==> src/rtl/pc_pkg.sv <==
// rtl/pc_pkg.sv - shared defaults, stage record type and helpers for the PC pipeline
package pc_pkg;

  localparam int unsigned XLEN_DEF  = 32;
  localparam int unsigned INCR_DEF  = 4;
  localparam int unsigned CNT_W_DEF = 32;
  localparam logic [XLEN_DEF-1:0] PC_RESET_VECTOR = '0;

  // One delay-stage record at the default PC width
  typedef struct packed {
    logic                valid;
    logic [XLEN_DEF-1:0] pc;
  } pc_stage_t;

  // True when v is a non-zero power of two
  function automatic bit is_pow2(input int unsigned v);
    return (v != 0) && ((v & (v - 1)) == 0);
  endfunction

endpackage

==> src/rtl/pc_delay_stage.sv <==
// rtl/pc_delay_stage.sv - one valid-tagged PC register with advance and flush
module pc_delay_stage #(
  parameter int unsigned XLEN = 32
) (
  input  logic            clk,
  input  logic            reset,
  input  logic            en,
  input  logic            flush,
  input  logic            d_valid,
  input  logic [XLEN-1:0] d_pc,
  output logic            q_valid,
  output logic [XLEN-1:0] q_pc
);

  logic            valid_q, valid_d;
  logic [XLEN-1:0] pc_q, pc_d;

  // Flush only clears the tag; the pc field keeps its last value
  always_comb begin
    valid_d = valid_q;
    pc_d    = pc_q;
    if (flush) begin
      valid_d = 1'b0;
    end else if (en) begin
      valid_d = d_valid;
      pc_d    = d_pc;
    end
  end

  // Stage register with synchronous reset to an empty, zero stage
  always_ff @(posedge clk) begin
    if (reset) begin
      valid_q <= 1'b0;
      pc_q    <= '0;
    end else begin
      valid_q <= valid_d;
      pc_q    <= pc_d;
    end
  end

  assign q_valid = valid_q;
  assign q_pc    = pc_q;

endmodule

==> src/rtl/pc_pipeline.sv <==
// rtl/pc_pipeline.sv - fetch PC register, redirect/stall priority and delay chain
module pc_pipeline
  import pc_pkg::*;
#(
  parameter int unsigned XLEN             = XLEN_DEF,
  parameter int unsigned PIPE_DEPTH       = 2,
  parameter int unsigned INCR             = INCR_DEF,
  parameter logic [XLEN-1:0] RESET_VECTOR = XLEN'(PC_RESET_VECTOR),
  parameter int unsigned CNT_W            = CNT_W_DEF
) (
  input  logic             clk,
  input  logic             reset,
  input  logic             stall,
  input  logic             redirect_valid,
  input  logic [XLEN-1:0]  redirect_target,
  output logic [XLEN-1:0]  fetch_pc,
  output logic [XLEN-1:0]  out_pc,
  output logic             out_valid,
  output logic             misalign_err,
  output logic [CNT_W-1:0] retired_count
);

  if (PIPE_DEPTH < 1 || PIPE_DEPTH > 8) begin : g_bad_depth
    $error("pc_pipeline: PIPE_DEPTH must be within 1..8");
  end
  if (!is_pow2(INCR)) begin : g_bad_incr
    $error("pc_pipeline: INCR must be a power of two");
  end
  if ((RESET_VECTOR & XLEN'(INCR - 1)) != '0) begin : g_bad_rv
    $error("pc_pipeline: RESET_VECTOR must be INCR-aligned");
  end

  localparam logic [XLEN-1:0] ALIGN_MASK = XLEN'(INCR - 1);

  logic [XLEN-1:0]  fetch_pc_q, fetch_pc_d;
  logic             misalign_q, misalign_d;
  logic [CNT_W-1:0] retired_q, retired_d;

  logic aligned, redirect_ok, advance;

  // Index 0 is the chain input (the live fetch PC); index PIPE_DEPTH is the output
  logic [PIPE_DEPTH:0] stage_valid;
  logic [XLEN-1:0]     stage_pc [PIPE_DEPTH+1];

  assign stage_valid[0] = 1'b1;
  assign stage_pc[0]    = fetch_pc_q;

  // Priority: aligned redirect, then stall, then advance; a misaligned redirect is dropped
  always_comb begin
    aligned     = (redirect_target & ALIGN_MASK) == '0;
    redirect_ok = redirect_valid && aligned;
    advance     = !redirect_ok && !stall;
    misalign_d  = redirect_valid && !aligned;
    fetch_pc_d  = fetch_pc_q;
    retired_d   = retired_q;
    if (redirect_ok) begin
      fetch_pc_d = redirect_target;
    end else if (advance) begin
      fetch_pc_d = fetch_pc_q + XLEN'(INCR);
      if (stage_valid[PIPE_DEPTH]) begin
        retired_d = retired_q + CNT_W'(1);
      end
    end
  end

  // Fetch PC, error pulse and retire counter registers
  always_ff @(posedge clk) begin
    if (reset) begin
      fetch_pc_q <= RESET_VECTOR;
      misalign_q <= 1'b0;
      retired_q  <= '0;
    end else begin
      fetch_pc_q <= fetch_pc_d;
      misalign_q <= misalign_d;
      retired_q  <= retired_d;
    end
  end

  for (genvar i = 0; i < PIPE_DEPTH; i++) begin : g_stage
    pc_delay_stage #(.XLEN(XLEN)) u_stage (
      .clk     (clk),
      .reset   (reset),
      .en      (advance),
      .flush   (redirect_ok),
      .d_valid (stage_valid[i]),
      .d_pc    (stage_pc[i]),
      .q_valid (stage_valid[i+1]),
      .q_pc    (stage_pc[i+1])
    );
  end

  assign fetch_pc      = fetch_pc_q;
  assign out_pc        = stage_pc[PIPE_DEPTH];
  assign out_valid     = stage_valid[PIPE_DEPTH];
  assign misalign_err  = misalign_q;
  assign retired_count = retired_q;

endmodule
==> config.mk <==
export PLATFORM = sky130hd
export DESIGN_NAME = pc_pipeline
export DESIGN_NICKNAME = d
export VERILOG_FILES = /design/src/rtl/pc_pkg.sv /design/src/rtl/pc_delay_stage.sv /design/src/rtl/pc_pipeline.sv
export SDC_FILE = /design/constraint.sdc
export NUM_CORES = 1
export LEC_CHECK = 0
export CAP_MARGIN = 20
export CORE_MARGIN = 2
export CORE_UTILIZATION = 57
export CTS_CLUSTER_SIZE = 20
export DETAILED_ROUTE_END_ITERATION = 12
export PLACE_DENSITY = 0.84
export SYNTH_ARGS = -nofsm -noshare
export SYNTH_HDL_FRONTEND = slang
export SYNTH_HIERARCHICAL = 1
export SYNTH_SLANG_ARGS = --single-unit
==> constraint.sdc <==
create_clock -name clk -period 6.16 [get_ports clk]
set_input_delay 0.616 -clock clk [delete_from_list [all_inputs] [get_ports clk]]
set_output_delay 0.616 -clock clk [all_outputs]
set_load 0.05 [all_outputs]
* Word level (Yosys, flattened, before mapping) *
Cells that the tools add are included.
Widths: inputs -> output; s select.

storage, ports and cells
  input port bits = 36
  ROM bits = 0
  memories = 0
  register bits = 131
  output and inout bits = 98
  logic and storage cells = 23
  bits in writable memories = 0
  latch bits = 0

cells by class
  order comparisons = 0
  shift operators = 0
  bitwise gates (word level) = 1
  div/mod/pow operators = 0
  multipliers = 0
  mux-type cells = 2
  equality and inequality tests = 0
  add/sub/neg operators = 2
  reduce and logical (&&, ||, !) cells = 11

operators with widths
  kind                   count
  $mux 32                2
  $add 32x1->32 const B  1
  $add 32x3->32 const B  1
  $logic_not 32->1       1
  $logic_and 1x1->1      3
  $logic_not 1->1        3
  $reduce_and 3->1       1
  $reduce_and 2->1       1
  $reduce_bool 2->1      1
  $reduce_or 2->1        1
  $not 1->1              1

* Logic depth before layout (Yosys ltp) *
Gate-level depths: netlist (run 1).

  depth after elaboration = 6
  gate-level depth with buffers = 7
  depth with buffers taken out = 5

* Hierarchy *
Netlist (run 1), hierarchy kept.

modules (own cells, without submodules)
  module          times used  cells each  area an instance (um^2)  seq. area each (um^2)
  pc_pipeline     1           458         3682.3                   1301.2
  pc_delay_stage  2           148         1745.4                   660.6

* Worst setup path after synthesis (run 1) *
No wires, ideal clock.

  kind = input to register
  from = input port redirect_target[0]
  to = register g_stage[1].u_stage.pc_q[0]
  slack = 3.716 ns
  path buffers = 2
  stages on the path = 7
  data required time = 6.093 ns
  arrival = 2.377 ns
  library setup time = 0.067 ns
  path through = or3b_1 inv_2 clkbuf_1 nor2_1 and2b_4 buf_12 o21ai_2

between the ends
  word-level cells in the longest chain between the ends = 5
  elaborated cells between the ends (all ways) = 6
  classes of those cells = 1 x bitwise; 5 x reduce/logical

ends and longest elaborated chain
  what                        RTL line              RTL
  from (decl)                 pc_pipeline.sv:15     input logic [XLEN-1:0] redirect_target,
  $logic_not 32->1            pc_pipeline.sv:50     aligned = (redirect_target & ALIGN_MASK) == '0;
  $logic_and 1x1->1           pc_pipeline.sv:51     redirect_ok = redirect_valid && aligned;
  via redirect_ok             pc_pipeline.sv:39     logic aligned, redirect_ok, advance;
  $logic_not 1->1             pc_pipeline.sv:52     advance = !redirect_ok && !stall;
  $logic_and 1x1->1           pc_pipeline.sv:52
  via advance                 pc_pipeline.sv:39
  $reduce_and 2->1 (no line)  n/a
  to (signal assigned)        pc_delay_stage.sv:37  pc_q <= pc_d;
  to (decl)                   pc_delay_stage.sv:16  logic [XLEN-1:0] pc_q, pc_d;

The timed path passes the listed nets, and every way through them passes these cells.
A chain may end at the register's enable or synchronous reset.

* Final worst setup path (run 1) *
  from = input port redirect_valid
  to = register g_stage[0].u_stage.pc_q[28]

between the ends
  word-level cells in the longest chain between the ends = 4
  elaborated cells between the ends (all ways) = 5
  classes of those cells = 1 x bitwise; 4 x reduce/logical

ends and longest elaborated chain
  what                        RTL line              RTL
  from (decl)                 pc_pipeline.sv:14     input logic redirect_valid,
  $logic_and 1x1->1           pc_pipeline.sv:51
  $logic_not 1->1             pc_pipeline.sv:52
  $logic_and 1x1->1           pc_pipeline.sv:52
  via advance                 pc_pipeline.sv:39
  $reduce_and 2->1 (no line)  n/a
  to (signal assigned)        pc_delay_stage.sv:37
  to (decl)                   pc_delay_stage.sv:16

The timed path passes the listed nets, and every way through them passes these cells.

==> results of run 1 <==
## stage by stage
| stage | instances | util, % |
|---|---|---|
| floorplan | 754 | - |
| global placement | 964 | 66.20 |
| detailed placement | 964 | 66.20 |
| CTS | 996 | 71.44 |
| global route | 996 | 71.44 |
| finish | 996 | 71.44 |
## area by class of cell
cell class,count,area (um^2),share of cell area (%)
Multi-Input combinational cell,519,3826,44.04
Sequential cell,131,2623,30.18
Timing Repair Buffer,137,1359,15.64
Clock buffer,22,484.2,5.573
Tap cell,168,210.2,2.419
Clock inverter,10,152.6,1.757
Inverter,9,33.78,0.3888
## synthesized netlist by cell type, drive strengths merged (4+ instances only)
cell type | instances | area (um^2)
clkbuf | 36 | 155.1
nand2 | 32 | 120.1
xnor2 | 9 | 78.83
or4 | 26 | 195.2
xor2 | 11 | 96.34
nand4bb | 64 | 720.7
a211oi | 12 | 90.09
or3 | 11 | 68.82
a311oi | 9 | 78.83
buf | 51 | 442.9
o31ai | 21 | 157.7
a21oi | 22 | 110.1
o31a | 4 | 35.03
nand4 | 17 | 106.4
dfxtp | 131 | 2623
and3 | 11 | 68.82
and4 | 6 | 52.55
o21ai | 75 | 600.6
nor4 | 14 | 87.58
nor2 | 44 | 165.2
nor2b | 4 | 25.02
nand2b | 65 | 516.8
dlymetal6s2s | 8 | 100.1
nor3 | 5 | 35.03
inv | 9 | 33.78
mux2i | 4 | 40.04
nand3 | 26 | 130.1
## power by group through the flow
| stage | Clock, mW | Combinational (mW) | Sequential [mW] |
|---|---|---|---|
| 2_1_floorplan | 0 | 0.175 | 0.912 |
| 3_3_place_gp | 0 | 0.212 | 0.914 |
| 3_5_place_dp | 0 | 0.217 | 0.914 |
| 4_1_cts | 1.09 | 0.219 | 0.896 |
| 5_1_grt | 1.13 | 0.233 | 0.899 |
| 6_report | 1.09 | 0.219 | 0.898 |
## how the worst min path moves through the flow
stage                                      from                           to  slack [ns]
global route        g_stage[0].u_stage/q_pc[16]  g_stage[0].u_stage/q_pc[16]        0.48
global placement     g_stage[1].u_stage/q_pc[3]   g_stage[1].u_stage/q_pc[3]        0.45
CTS                 g_stage[1].u_stage/q_pc[11]  g_stage[1].u_stage/q_pc[11]        0.47
finish              g_stage[1].u_stage/q_pc[11]  g_stage[1].u_stage/q_pc[11]        0.46
floorplan           g_stage[0].u_stage/q_pc[28]  g_stage[0].u_stage/q_pc[28]        0.44
detailed placement  g_stage[1].u_stage/q_pc[11]  g_stage[1].u_stage/q_pc[11]        0.46
## tightest hold or removal path: stages (launching register included)
cell and delay [ns]:
dfxtp_1 0.31, nand2b_2 0.07, o21ai_2 0.04
## state kept, by name (all words and copies together), names as in the netlist
register and cells:
g_stage.u_stage/q_pc 64, misalign_err 1, g_stage.u_stage/q_valid 2, retired_count 32
fetch_pc 32
## logic make-up after synthesis
| family | Yosys count |
|---|---|
| fa+ha+maj | 2 |
| compound gates | 151 |
| xor+xnor | 20 |
| buf+inv | 104 |
| flops | 131 |
| other cells | 1 |
| mux | 7 |
| simple gates | 338 |
## cells in the final DEF (no fill, tap or decap), types with 17 or more instances in the layout
master	count
clkdlybuf4s50_1	132
dfxtp_1	131
nand4bb_1	64
o21ai_2	60
nand2b_2	44
nor2_1	43
nand2_1	32
nand3_1	26
or4_1	26
a21oi_1	22
nand2b_1	21
o31ai_1	21
nand4_1	17
clkbuf_16	17
## per-layer routing
| metal | vias to the layer above | share of wire [%] | global-route usage [%] |
|---|---|---|---|
| met4 | 0 | 1.9 | 10.63 |
| met5 | - | 0 | 0 |
| met1 | 2929 | 42 | 34.78 |
| met2 | 281 | 48 | 45.30 |
| li1 | 2881 | - | - |
| met3 | 30 | 7.4 | 5.501 |
==> impl_results.md, run 1 <==
- Setup bufs post-CTS: 0
- Setup TNS Final: 0 ns
- Post-synthesis mux area share: 1.029%
- Cell family with most CP delay: simple AND/OR/NAND/NOR gates
- TritonCTS clock tree: yes
- Synthesized flop and latch total: 131
- Setup Viol. Count Final: 0
- N_diodes: 0
- Die height: 116.2 um
- Grt ovf: 0
- Hold Fails Final Rpt: 0
- Critical path class: in -> reg
- CP Depth: 7
- Period minus WS final: 3.267 ns
- Mapped cell area: 0.007173 mm^2
- Hold Slack: 0.4622 ns
- Synth unique cells: 55
- CTS Buffer Depth: 2
- HPWL after DPL: 11,780 um
- Maxcap violations: 0
- Mapped Avg Cell Area: 9.513 um^2
- CP Data Arrival Time: 3.56 ns
- Post-CTS Hold Buffers: 0
- Top fanout value on the critical path: 65
- Clock Latency Late Sink: 0.42 ns
- Vias: 6,121
- Clock share of power: 49.3%
- Power share of the sequential group: 40.8%
- Worst setup margin: 2.893 ns
- Status: complete, no violations
- Element type at the critical path end: register
- Worst setup path startpoint: redirect_valid
- Per-cell routed wire length: 18.14 um
- Worst setup path end: g_stage[0].u_stage/q_pc[28]
- Cell Chain, Critical Path: clkdlybuf4s50_1, or3b_2, buf_4, inv_2, nor2_4, and2b_4, o21ai_1
- Largest net degree at the start of global routing: 131
- Compound-Gate Fraction of Synth Area: 15.91%
- Vias per inst: 6.146
- Routed Antenna Nets: 0
- RSZ-0062 raised after global routing: no
- Simple-gate portion of the synthesized area: 33.46%
- Starting DRC count in detailed routing: 560
- Total Wirelength: 18,070 um
- Starting density of the core: 58.98%
- Clock sinks: 131
- Mapped Cells: 754
- GPL Wtd Cong: 0.8580
- Reg2reg path depth: 4
- Slowest cell on crit path: and2b_4
- CTS root buf: clkbuf_16
- Worst EP required: 6.45 ns
- Max-slew headroom: 34.41%
- Most used DFF post-synth: dfxtp_1
- Row cnt: 40
- DRC viols: 0
- Reg-to-Reg Start: fetch_pc[6]
- Initial antenna violation count: 0
- FF-to-FF End: fetch_pc[17]
- Crit start category: primary input
- First drt pass iteration count: 5
- I/O pin count: 134
- FMAX: 0.3061 GHz
- Total power: 2.202 mW
- CTS Buf Count: 17
- DIE AREA: 0.01350 mm^2
- Area grow syn2layout: 21.12%
- Share of layout cells above drive strength 1: 18.12%
- Net Sw Frac: 24.05%
- Vias in the first global route: 5,835
- Core area: 0.01216 mm^2
- Post-Syn Nets: 792
- VDD IR max: 0.1852 mV
- Buf/Inv on CP: 3
- Pleak: 2.805 nW
- Max stage delay on crit path: 0.71 ns
- Pwr dens: 253.4 mW/mm^2
- Int Pwr: 1.672 mW
- Fin nets: 853
- R2R setup slack: 3.59 ns
- Sequential cell area fraction in the yosys report: 36.56%
- Area share of fa/ha/maj cells after synthesis: 0.3489%
- H-tree depth: 4
- First-pass GRT wire length: 28,880 um
- Hold Crit Class: reg -> reg
- PortBufs: 133
- Clock skew: 0.005837 ns
- Post-synthesis async set-or-reset flop share: 0%
- Switch Pwr: 529.6 uW
- Clock-pin slew on the worst setup and hold paths: 0.06 ns
- GRT Total Usage: 27.17%
- Fin crit share: 53.04%
- Pins Over Slew Limit: 0
- Synth Area in XOR/XNOR: 2.442%
- DP Area: 0.008051 mm^2
- Fin area: 0.008688 mm^2
- Hold path cells: 2
- Measured slew at the worst slew-check pin: 0.9839 ns
- Synth Warn #: 6
- Die X: 116.2 um
- Post-CTS sizing: 0
- Comb power frac: 10.0%
- Largest family of logic cells by synthesized area: simple AND/OR/NAND/NOR gates
- Dpl ws: 2.482 ns
- Number of synthesized flops with an enable pin: 0
- Layout fillers: 895
No activity file was read; power rests on OpenSTA's default activity.
==> run 2: changes to the inputs <==
- CORE_UTILIZATION: 57 -> 53
- PLACE_DENSITY: 0.84 -> 0.79
- clock period: 6.16 -> 3.2 ns (I/O delays scaled with it)
==> run 2 against run 1 <==
Net effect:
- highest routed layer unchanged
- critical path depth fell by 1
- via count down 3.3%
- sequential power grew 93%
- clock power up 83%
- critical path type unchanged
- total power grew 89%
- non-clock buffer count rose by 4
- combinational power increased by 92%
- largest power group unchanged
- core utilization shrank 5.5 points
- routed wire length fell by 4.6%
==> impl_results.md, run 2 (same netlist as run 1, synthesis figures left out) <==
- Top fanout value on the critical path: 43
- Status: complete, no violations
- CP Data Arrival Time: 2.83 ns
- Setup Viol. Count Final: 0
- Setup TNS Final: 0 ns
- First drt pass iteration count: 5
- Fin nets: 857
- Max stage delay on crit path: 0.78 ns
- Period minus WS final: 2.545 ns
- Measured slew at the worst slew-check pin: 1.011 ns
- Initial antenna violation count: 0
- Fin area: 0.008730 mm^2
- Critical path class: in -> reg
- Largest register FFs: 64
- Grt ovf: 0
- TritonCTS clock tree: yes
- VDD IR max: 0.3480 mV
- CTS root buf: clkbuf_16
- DP Cell Count: 976
- Cell Chain, Critical Path: clkdlybuf4s50_1, or3b_2, inv_2, nor2_4, and2b_4, o21ai_1
- Pwr dens: 475.5 mW/mm^2
- Layout fillers: 1,091
- Hold Crit Class: in -> reg
- PortBufs: 133
- Reg2reg path depth: 4
- RSZ-0062 raised after global routing: no
- First-pass GRT wire length: 27,750 um
- Clock Latency Late Sink: 0.42 ns
- Post-CTS Hold Buffers: 0
- N_diodes: 0
- Starting density of the core: 54.17%
- Routed Antenna Nets: 0
- DIE AREA: 0.01448 mm^2
- Max-slew headroom: 32.41%
- GPL Wtd Cong: 0.8767
- Fin cells: 1,008
- Setup bufs post-CTS: 0
- CTS Buffer Depth: 2
- H-tree depth: 4
- Worst setup margin: 0.6552 ns
- Row cnt: 42
- Total Wirelength: 17,240 um
- Slowest cell on crit path: nor2_4
- DRC viols: 0
- Vias in the first global route: 5,556
- Starting DRC count in detailed routing: 422
- Post-CTS sizing: 0
- Hold Fails Final Rpt: 0
- Clock sinks: 131
- Most frequent cells in the layout: 132 x clkdlybuf4s50_1, 131 x dfxtp_1, 64 x nand4bb_1
- DP Area: 0.008117 mm^2
- Core area: 0.01324 mm^2
- Pleak: 2.824 nW
- Crit start category: primary input
- Fin crit share: 79.52%
- FMAX: 0.3930 GHz
- GRT Total Usage: 24.00%
- Pins Over Slew Limit: 0
- I/O pin count: 134
- Clock-pin slew on the worst setup and hold paths: 0.06 ns
- Largest net degree at the start of global routing: 109
- Dpl ws: 0.2130 ns
- CTS Buf Count: 17
- Clock skew: 0.01055 ns
- Vias: 5,916
- Total power: 4.151 mW
- Area grow syn2layout: 21.70%
- Hold path cells: 2
- Vias per inst: 5.869
- HPWL after DPL: 11,690 um
- Share of layout cells above drive strength 1: 18.51%
- Per-cell routed wire length: 17.10 um
- Maxcap violations: 0
- Die X: 120.3 um
- Die height: 120.3 um
- Element type at the critical path end: register
- Most common cell after layout, fill and taps aside: clkdlybuf4s50_1
- Worst EP required: 3.48 ns
## run 2: cell types whose count changed in the layout (fill, tap and decap cells not counted)
| cell | previous run | this run |
|---|---|---|
| buf_12 | 0 | 2 |
| buf_4 | 5 | 7 |
| clkinv_4 | 0 | 1 |
| clkinvlp_4 | 1 | 0 |
| clkinv_2 | 5 | 6 |
| bufinv_16 | 4 | 3 |
## run 2: path summary, 6_finish.rpt
path	slack (ns)	start	to
worst min register to register	0.46	g_stage[1].u_stage/q_pc[3]	g_stage[1].u_stage/q_pc[3]
worst min-delay path	0.43	reset	retired_count[2]
worst max register to register	0.70	retired_count[3]	retired_count[30]
worst max-delay path	0.66	redirect_valid	g_stage[0].u_stage/q_pc[29]
## run 2: metal layers
| metal | up-vias | track usage [%] | wire, um |
|---|---|---|---|
| met5 | - | 0 | 0 |
| met4 | 0 | 10.61 | 421 |
| met1 | 2814 | 31.14 | 7698 |
| met3 | 31 | 6.038 | 1024 |
| met2 | 189 | 37.86 | 8092 |
| li1 | 2882 | - | - |
## run 2: cell type report
cell class,instances,area (um^2),area share (%)
Tap cell,176,220.2,2.523
Multi-Input combinational cell,519,3826,43.83
Clock inverter,10,128.9,1.476
Timing Repair Buffer,141,1414,16.20
Inverter,9,33.78,0.3870
Clock buffer,22,484.2,5.547
Sequential cell,131,2623,30.04
## run 2: power by group
part	total, mW	switching, mW	internal [mW]
combinational	0.421	0.246	0.174
clock	2.00	0.704	1.30
sequential	1.73	0.0559	1.67
total	4.15	1.01	3.14
## run 2: critical path: cells and delay by family
family,cells,cell delay (ns)
buf+inv,2,0.55
compound gates,1,0.15
simple gates,3,1.79
## run 2: per-stage QoR
step,utilization [%],hold slack (ns)
final,65.92,0.4335
after global routing,65.92,0.4682
after CTS,65.92,0.4273
after detailed placement,61.29,0.4578
after global placement,61.29,0.4530
after floorplan,-,0.4418
